--- src/rtl/fifo_ctrl_if.sv ---
// Push/pop handshake bundle between a FIFO user and fifo_ctrl.
// The master drives requests and push data; the slave returns registered pop data.
interface fifo_ctrl_if #(
  parameter int DATA_BITS = 8
);
  logic                 wr_en;
  logic [DATA_BITS-1:0] wr_data;
  logic                 rd_en;
  logic [DATA_BITS-1:0] rd_data;
  logic                 rd_valid;

  modport master (
    output wr_en, wr_data, rd_en,
    input  rd_data, rd_valid
  );

  modport slave (
    input  wr_en, wr_data, rd_en,
    output rd_data, rd_valid
  );
endinterface

--- src/rtl/fifo_ctrl.sv ---
// Single-clock FIFO controller sequencing a dual-port RAM with a combinational read port.
// Owns pointers, occupancy count, registered status flags and sticky overflow/underflow.
module fifo_ctrl #(
  parameter int DATA_BITS = 8,
  parameter int ADDR_BITS = 4,
  parameter int AF_LEVEL  = (1 << ADDR_BITS) - 2,
  parameter int AE_LEVEL  = 2
) (
  input  logic                 w_clk,
  input  logic                 w_rst,
  fifo_ctrl_if.slave           bus,
  output logic [DATA_BITS-1:0] ram_w_data,
  output logic [ADDR_BITS-1:0] ram_w_addr,
  output logic [ADDR_BITS-1:0] ram_r_addr,
  output logic                 ram_w_clk_en,
  output logic                 ram_w_full,
  input  logic [DATA_BITS-1:0] ram_r_data,
  output logic [ADDR_BITS:0]   count,
  output logic                 full,
  output logic                 empty,
  output logic                 almost_full,
  output logic                 almost_empty,
  output logic                 overflow,
  output logic                 underflow,
  input  logic                 clr_err
);

  localparam int                 DEPTH   = 1 << ADDR_BITS;
  localparam logic [ADDR_BITS:0] DEPTH_C = (ADDR_BITS + 1)'(DEPTH);
  localparam logic [ADDR_BITS:0] AF_C    = (ADDR_BITS + 1)'(AF_LEVEL);
  localparam logic [ADDR_BITS:0] AE_C    = (ADDR_BITS + 1)'(AE_LEVEL);
  localparam logic [ADDR_BITS:0] ONE_C   = (ADDR_BITS + 1)'(1);

  logic [ADDR_BITS-1:0] r_wr_ptr;
  logic [ADDR_BITS-1:0] r_rd_ptr;
  logic [ADDR_BITS:0]   r_count;
  logic                 r_full;
  logic                 r_empty;
  logic                 r_almost_full;
  logic                 r_almost_empty;
  logic                 r_overflow;
  logic                 r_underflow;
  logic [DATA_BITS-1:0] r_rd_data;
  logic                 r_rd_valid;

  logic                 w_push;
  logic                 w_pop;
  logic [ADDR_BITS:0]   w_count_nxt;

  // Acceptance uses the registered flags, so a full FIFO rejects a push even if it pops.
  assign w_push = bus.wr_en && !r_full;
  assign w_pop  = bus.rd_en && !r_empty;

  always_comb begin
    w_count_nxt = r_count;
    if (w_push && !w_pop)
      w_count_nxt = r_count + ONE_C;
    else if (w_pop && !w_push)
      w_count_nxt = r_count - ONE_C;
  end

  // NOTE: all state uses non-blocking assignments so every register samples pre-edge values.
  always_ff @(posedge w_clk) begin
    if (w_rst) begin
      r_wr_ptr       <= '0;
      r_rd_ptr       <= '0;
      r_count        <= '0;
      r_full         <= 1'b0;
      r_empty        <= 1'b1;
      r_almost_full  <= 1'b0;
      r_almost_empty <= 1'b1;
      r_overflow     <= 1'b0;
      r_underflow    <= 1'b0;
      r_rd_data      <= '0;
      r_rd_valid     <= 1'b0;
    end else begin
      if (w_push)
        r_wr_ptr <= r_wr_ptr + ADDR_BITS'(1);
      if (w_pop) begin
        r_rd_ptr  <= r_rd_ptr + ADDR_BITS'(1);
        r_rd_data <= ram_r_data;
      end
      r_rd_valid     <= w_pop;
      r_count        <= w_count_nxt;
      r_full         <= (w_count_nxt == DEPTH_C);
      r_empty        <= (w_count_nxt == '0);
      r_almost_full  <= (w_count_nxt >= AF_C);
      r_almost_empty <= (w_count_nxt <= AE_C);
      // Set beats clear when both happen in the same cycle.
      r_overflow     <= (r_overflow  && !clr_err) || (bus.wr_en && r_full);
      r_underflow    <= (r_underflow && !clr_err) || (bus.rd_en && r_empty);
    end
  end

  assign bus.rd_data  = r_rd_data;
  assign bus.rd_valid = r_rd_valid;

  assign ram_w_data   = bus.wr_data;
  assign ram_w_addr   = r_wr_ptr;
  assign ram_r_addr   = r_rd_ptr;
  assign ram_w_clk_en = bus.wr_en;
  // Reset blocks the RAM write since the push path is not gated by w_rst otherwise.
  assign ram_w_full   = r_full || w_rst;

  assign count        = r_count;
  assign full         = r_full;
  assign empty        = r_empty;
  assign almost_full  = r_almost_full;
  assign almost_empty = r_almost_empty;
  assign overflow     = r_overflow;
  assign underflow    = r_underflow;

endmodule
--- src/flat_wrapper.sv ---
// flat-port wrapper written by rule: the top's interface ports become plain ports
module fifo_ctrl_flat 
#(
  parameter int DATA_BITS = 8,
  parameter int ADDR_BITS = 4,
  parameter int AF_LEVEL  = (1 << ADDR_BITS) - 2,
  parameter int AE_LEVEL  = 2
)
  (w_clk, w_rst, ram_w_data, ram_w_addr, ram_r_addr, ram_w_clk_en, ram_w_full, ram_r_data, count, full, empty, almost_full, almost_empty, overflow, underflow, clr_err, bus_wr_en, bus_wr_data, bus_rd_en, bus_rd_data, bus_rd_valid);
  fifo_ctrl_if #(.DATA_BITS(DATA_BITS)) bus_i ();
  input  logic w_clk;
  input  logic w_rst;
  output logic [DATA_BITS-1:0] ram_w_data;
  output logic [ADDR_BITS-1:0] ram_w_addr;
  output logic [ADDR_BITS-1:0] ram_r_addr;
  output logic ram_w_clk_en;
  output logic ram_w_full;
  input  logic [DATA_BITS-1:0] ram_r_data;
  output logic [ADDR_BITS:0] count;
  output logic full;
  output logic empty;
  output logic almost_full;
  output logic almost_empty;
  output logic overflow;
  output logic underflow;
  input  logic clr_err;
  input wire logic [$bits(bus_i.wr_en)-1:0] bus_wr_en;
  input wire logic [$bits(bus_i.wr_data)-1:0] bus_wr_data;
  input wire logic [$bits(bus_i.rd_en)-1:0] bus_rd_en;
  output wire logic [$bits(bus_i.rd_data)-1:0] bus_rd_data;
  output wire logic [$bits(bus_i.rd_valid)-1:0] bus_rd_valid;
  assign bus_i.wr_en = bus_wr_en;
  assign bus_i.wr_data = bus_wr_data;
  assign bus_i.rd_en = bus_rd_en;
  assign bus_rd_data = bus_i.rd_data;
  assign bus_rd_valid = bus_i.rd_valid;
  fifo_ctrl #(.DATA_BITS(DATA_BITS), .ADDR_BITS(ADDR_BITS), .AF_LEVEL(AF_LEVEL), .AE_LEVEL(AE_LEVEL)) u_core (.w_clk(w_clk), .w_rst(w_rst), .bus(bus_i), .ram_w_data(ram_w_data), .ram_w_addr(ram_w_addr), .ram_r_addr(ram_r_addr), .ram_w_clk_en(ram_w_clk_en), .ram_w_full(ram_w_full), .ram_r_data(ram_r_data), .count(count), .full(full), .empty(empty), .almost_full(almost_full), .almost_empty(almost_empty), .overflow(overflow), .underflow(underflow), .clr_err(clr_err));
endmodule
--- config.mk ---
export PLATFORM = sky130hd
export DESIGN_NAME = fifo_ctrl_flat
export DESIGN_NICKNAME = d
export VERILOG_FILES = /design/src/rtl/fifo_ctrl_if.sv /design/src/rtl/fifo_ctrl.sv /design/src/flat_wrapper.sv
export SDC_FILE = /design/constraint.sdc
export NUM_CORES = 1
export LEC_CHECK = 0
export CAP_MARGIN = 20
export CORE_ASPECT_RATIO = 0.6
export CORE_UTILIZATION = 30
export CTS_BUF_LIST = sky130_fd_sc_hd__clkbuf_16
export DETAILED_ROUTE_END_ITERATION = 12
export GPL_TIMING_DRIVEN = 0
export SKIP_LAST_GASP = 1
export SYNTH_ARGS = -nofsm -noshare
export SYNTH_HDL_FRONTEND = slang
export SYNTH_SLANG_ARGS = --single-unit
--- constraint.sdc ---
create_clock -name w_clk -period 2.25 [get_ports w_clk]
set_input_delay 0.675 -clock w_clk [delete_from_list [all_inputs] [get_ports w_clk]]
set_output_delay 0.675 -clock w_clk [all_outputs]
set_load 0.02 [all_outputs]
# Yosys cells after proc, flatten, opt, wreduce, memory -nomap -nowiden
# Cells that the tools add are included.
[totals]
out_inout_bits = 38
in_bits = 21
latch_bits = 0
wordCells = 37
mem_bits_ro = 0
regBits = 28
ram_bits = 0
mem_count = 0
[classes]
n_shift = 0
muxes = 2
n_bitwise = 0
reduce_logical = 17
multipliers = 0
addsub = 4
n_lt_le_gt_ge = 2
n_eq_ne = 1
n_div = 0
[op_table]
columns = ["cell", "n"]
rows = [
  ["5-bit 2-to-1 mux", 2],
  ["4-bit by 1-bit adder with 4-bit output, second input constant", 2],
  ["1-bit logical AND", 8],
  ["5-bit by 1-bit adder with 5-bit output, second input constant", 1],
  ["5-bit == test, second input constant", 1],
  ["5-bit by 4-bit >= comparator with 1-bit output, second input constant", 1],
  ["5-bit by 2-bit <= comparator with 1-bit output, second input constant", 1],
  ["1-bit zero test", 5],
  ["5-bit zero test", 1],
  ["5-bit by 1-bit subtractor with 5-bit output, second input constant", 1],
  ["1-bit logical OR", 3],
]

# Logic depth before layout (Yosys ltp)
[depth]
ltp_word = 7
depth_mapped = 7
depth_no_buf = 7

# Worst setup path after synthesis
# No wires, ideal clock.
[synth_timing]
kind = "input port to flip-flop"
startpoint = "input bus_rd_en"
endpoint = "register u_core.r_almost_empty, in the netlist u_core.almost_empty"
setup_slack_ns = 0.089
path_stages = 6
t_arrival_ns = 2.044
setup_time_ns = 0.116
path_buffers = 1
path_cell_list = "nor2b_1 > buf_6 > or4b_4 > and3b_4 > or2_4 > a41o_1"
[synth_via]
elab_chain_len = 5
elab_cells_between_ends = 7
[synth_lines]
columns = ["item", "line", "text"]
rows = [
  ["from (decl)", "flat_wrapper.sv:29", "input wire logic [$bits(bus_i.rd_en)-1:0] bus_rd_en;"],
  ["1-bit logical AND (*)", "fifo_ctrl.sv:52", "assign w_pop = bus.rd_en && !r_empty;"],
  ["1-bit logical AND or 1-bit zero test (tied branches)", "fifo_ctrl.sv:58, fifo_ctrl.sv:56", ""],
  ["5-bit 2-to-1 mux or 1-bit logical AND (tied branches)", "fifo_ctrl.sv:58, fifo_ctrl.sv:56", ""],
  ["5-bit 2-to-1 mux (*)", "fifo_ctrl.sv:56", "if (w_push && !w_pop)"],
  ["5-bit by 2-bit <= comparator with 1-bit output (*)", "fifo_ctrl.sv:88", "r_almost_empty <= (w_count_nxt <= AE_C);"],
  ["to (signal assigned)", "fifo_ctrl.sv:88", ""],
  ["to (decl)", "fifo_ctrl.sv:40", "logic r_almost_empty;"],
]
# Mark *: on every way between the ends. The rest lies on a longest branch, timed or not.
# A chain may end at the register's enable or synchronous reset.

# Worst setup path after layout
[layout_timing]
startpoint = "input bus_rd_en"
endpoint = "register u_core.r_empty, in the netlist u_core.empty"
[layout_via]
elab_chain_len = 5
elab_cells_between_ends = 7
[layout_lines]
columns = ["item", "line", "text"]
rows = [
  ["1-bit logical AND (*)", "fifo_ctrl.sv:52", ""],
  ["1-bit logical AND or 1-bit zero test (tied branches)", "fifo_ctrl.sv:58, fifo_ctrl.sv:56", ""],
  ["5-bit 2-to-1 mux or 1-bit logical AND (tied branches)", "fifo_ctrl.sv:58, fifo_ctrl.sv:56", ""],
  ["5-bit 2-to-1 mux (*)", "fifo_ctrl.sv:56", ""],
  ["5-bit zero test (*)", "fifo_ctrl.sv:86", "r_empty <= (w_count_nxt == '0);"],
  ["to (signal assigned)", "fifo_ctrl.sv:86", ""],
  ["to (decl)", "fifo_ctrl.sv:38", "logic r_empty;"],
]
# Marks and branches as above.

==> results.py <==
metrics = {
    "grt": {
        "grt_pass1_vias": 1093,
        "grt_usage_pct": 15.3,
        "grt_overflow_total": 0,
        "grt_max_degree": 17,
        "antenna_found_initial": 0,
        "grt_pass1_wl_um": 5220,
    },
    "place": {
        "dp_hpwl_um": 2560,
        "globalplace.congestion": 0.866,
        "placed_area_um2": 1840,
        "port_buffers": 50,
    },
    "sta": {
        "rsz0062_at_grt": "false",
        "setup_viol": 0,
        "slew_headroom_pct": 63.1,
        "finalHoldViolCount": 0,
        "tightest_slew_ps": 553,
        "slew_viol_final": 0,
        "finalClockSkew_ps": 5.91,
        "hold_ws_ps": 458,
        "fin_crit_sh_pct": 98.4,
        "fmax_mhz": 452,
        "period_needed_ps": 2210,
    },
    "cells_and_area": {
        "utilization_pct": 51.0,
        "areaGrowthSynthToFinish_pct": 55.3,
        "final_cell_area_um2": 1960,
        "diodes": 0,
        "regArea_um2": 561,
        "multi_input_area_um2": 607,
        "layout-drive-gt1-share_pct": 12.6,
        "nets": 225,
        "fillCellCount": 363,
    },
    "cts": {
        "worstSkewPairLatency_ps": 270,
        "hold_buffers": 0,
        "clk_path_buf_depth": 2,
        "numCtsBuffers": 3,
        "htree_num_levels": 1,
        "cts_tree": "done",
        "cts_sinks": 28,
        "clkTransAtPathRegs_ps": 70,
        "root_buffer": "clkbuf_16",
    },
    "power": {
        "sw_frac_of_total_pct": 32.4,
        "peakVddDrop_mv": 0.377,
        "internal_power_w": 0.00124,
        "total_leakage_power_nw": 0.747,
        "p_comb_share_pct": 36.2,
        "powerDensity_nw_per_um2": 933,
        "p_switching_w": 0.000595,
        "p_seq_share_pct": 35.0,
        "clkPwrFrac_pct": 28.8,
    },
    "worst_setup_path": {
        "critPathMaxStageDelay_ps": 540,
        "path_max_fanout": 8,
        "critical_path_required_ps": 2410,
        "crit_path_top_delay_cell": "or4b_4",
        "cp_cell_sequence": "clkdlybuf4s15_1, nor2b_2, buf_6, or4b_4, and3b_4, or2_4, a41o_1",
        "path_class": "input port to register",
        "reg2reg_from": "u_core.empty$_SDFF_PP1_",
        "worst_r2r_endpoint": "u_core.empty$_SDFF_PP1_",
        "end_kind": "register",
        "rrSetupSlack_ps": 350,
        "r2r_cells": 6,
        "cp-start-kind": "input port",
        "cp.arrival_ps": 2370,
    },
    "route": {
        "vias_per_cell": 4.59,
        "drt_wl_total_um": 3350,
        "drc": 0,
        "wl_per_cell_um": 13.1,
        "antenna_left": 0,
        "drt_iter0_markers": 86,
        "vias": 1174,
        "first_pass_iters": 4,
    },
    "logic_synthesis": {
        "synth_edf_count": 0,
        "synth_seq_cells": 28,
        "yosys-top-cells-count": "28 x dfxtp_1, 24 x nand2_1, 17 x nor2_1",
        "ys.flop_type": "dfxtp_1",
        "synth_area_leader_cell": "dfxtp_1",
        "synth_top_area_share_pct": 44.3,
        "postSynthAreaPerCell_um2": 8.72,
        "synth.distinct_cells": 35,
        "yosysMostFrequentCell": "dfxtp_1",
        "synth-seq-area-share_pct": 44.3,
        "synthArstFlopShare_pct": 0,
        "syn_area_um2": 1260,
        "yosys_warnings": 0,
        "synthCells": 145,
        "syn-num-nets": 170,
        "ys_top_cells_by_area": "dfxtp_1 44%, nand2_1 7.1%, buf_4 5.3%, nor2_1 5.0%, a21oi_1 4.7%",
    },
    "min_path": {
        "holdPathEnd": "u_core.bus.rd_data[3]$_SDFFE_PP0P_",
        "hold_class": "register to register",
        "min_from": "u_core.bus.rd_data[3]$_SDFFE_PP0P_",
        "hold_depth": 2,
    },
    "floorplanning": {
        "die_y_um": 52.3,
        "die-width_um": 85.8,
        "initial_core_util_pct": 32.9,
        "core_um2": 3850,
        "dieArea_um2": 4490,
        "row_count": 17,
        "boundaryPins": 59,
    },
    "outcome": {
        "status": "finished, final reports clean",
    },
    "job": {
        "maxCapViolations": 0,
    },
}
==> power by group through the flow <==
| stage | clock network [W] | registers, W | logic (W) |
|---|---|---|---|
| 2_1_floorplan | 0 | 0.000726 | 0.000310 |
| 3_3_place_gp | 0 | 0.000643 | 0.000641 |
| 3_5_place_dp | 0 | 0.000651 | 0.000649 |
| 4_1_cts | 0.000534 | 0.000641 | 0.000654 |
| 5_1_grt | 0.000553 | 0.000654 | 0.000720 |
| 6_report | 0.000528 | 0.000642 | 0.000663 |
==> cells by family (layout without fill, tap and decap cells) <==
| family | Yosys count | after routing | share of synthesized area, % |
|---|---|---|---|
| adder cells (fa/ha/maj) | 4 | 4 | 3.96 |
| buffers and inverters | 19 | 73 | 9.00 |
| AO/OA/AOI/OAI | 26 | 26 | 13.8 |
| XOR/XNOR | 9 | 9 | 6.23 |
| flip-flops | 28 | 28 | 44.3 |
| AND/OR/NAND/NOR | 59 | 59 | 22.7 |
==> per-stage QoR <==
step                power (W)  instances  setup WS (ps)  TNS [ps]
detailed placement    0.00130        252           -744     -3600
global placement      0.00128        252           -744     -3130
floorplan             0.00104        145           89.2         0
CTS                   0.00183        256           -144      -144
finish                0.00183        256           36.7         0
global route          0.00193        256          0.396         0
==> worst max path at each step <==
| stage | endpoint | cells after the start | slack [ps] | startpoint |
|---|---|---|---|---|
| 6_report | u_core.empty$_SDFF_PP1_ | 7 | 40 | bus_rd_en |
| 5_1_grt | u_core.empty$_SDFF_PP1_ | 7 | 0.4 | bus_rd_en |
| 4_1_cts | ram_w_full | 4 | -140 | w_rst |
| 3_5_place_dp | ram_w_full | 4 | -740 | w_rst |
| 3_3_place_gp | ram_w_full | 4 | -740 | w_rst |
| 2_1_floorplan | u_core.almost_empty$_SDFF_PP1_ | 6 | 90 | bus_rd_en |
==> cell type report <==
| type | count | share of cell area (%) |
|---|---|---|
| timing repair buffer | 50 | 25.2 |
| tap | 57 | 3.63 |
| inverter | 3 | 0.573 |
| multi-input combinational | 98 | 30.9 |
| buffer | 16 | 5.80 |
| clock buffer | 3 | 3.82 |
| sequential | 28 | 28.5 |
| clock inverter | 1 | 1.53 |
==> per-layer routing <==
metal	wire length, um	vias to the layer above	global-route usage (%)	part of all wire (%)
met5	0	-	0	0
met4	10	0	2.50	0.30
met3	179	2	5.20	5.3
met2	1510	39	25.1	45
met1	1650	539	20.1	49
li1	-	594	-	-
==> critical path: cells and delay by family <==
family / cells / cell delay [ps]
AOI/OAI and AO/OA: 1 / 190
buffers and inverters: 2 / 350
and+or+nand+nor: 4 / 1150
==> what timing repair did <==
action	CTS	global route
setup endpoints to repair	7	4
buffers inserted	0	0
resized for setup	11	5
==> cell usage in the layout (no fill, tap or decap), types with 3 or more instances in the layout <==
cell,count
nor3_1,3
xnor2_1,4
clkdlybuf4s50_1,45
nor2_1,17
dfxtp_1,28
nand2_1,24
clkbuf_16,3
a21oi_1,12
ha_1,4
buf_4,9
inv_1,3
xor2_1,5
clkbuf_1,4
==> registers in the layout, summed over array words and instances (netlist names) <==
signal,cells
u_core.ram_w_addr,4
u_core.ram_r_addr,4
u_core.full,1
u_core.empty,1
u_core.overflow,1
u_core.almost_full,1
u_core.bus.rd_data,8
u_core.underflow,1
u_core.almost_empty,1
u_core.count,5
u_core.bus.rd_valid,1
No activity file was read; power rests on OpenSTA's default activity.
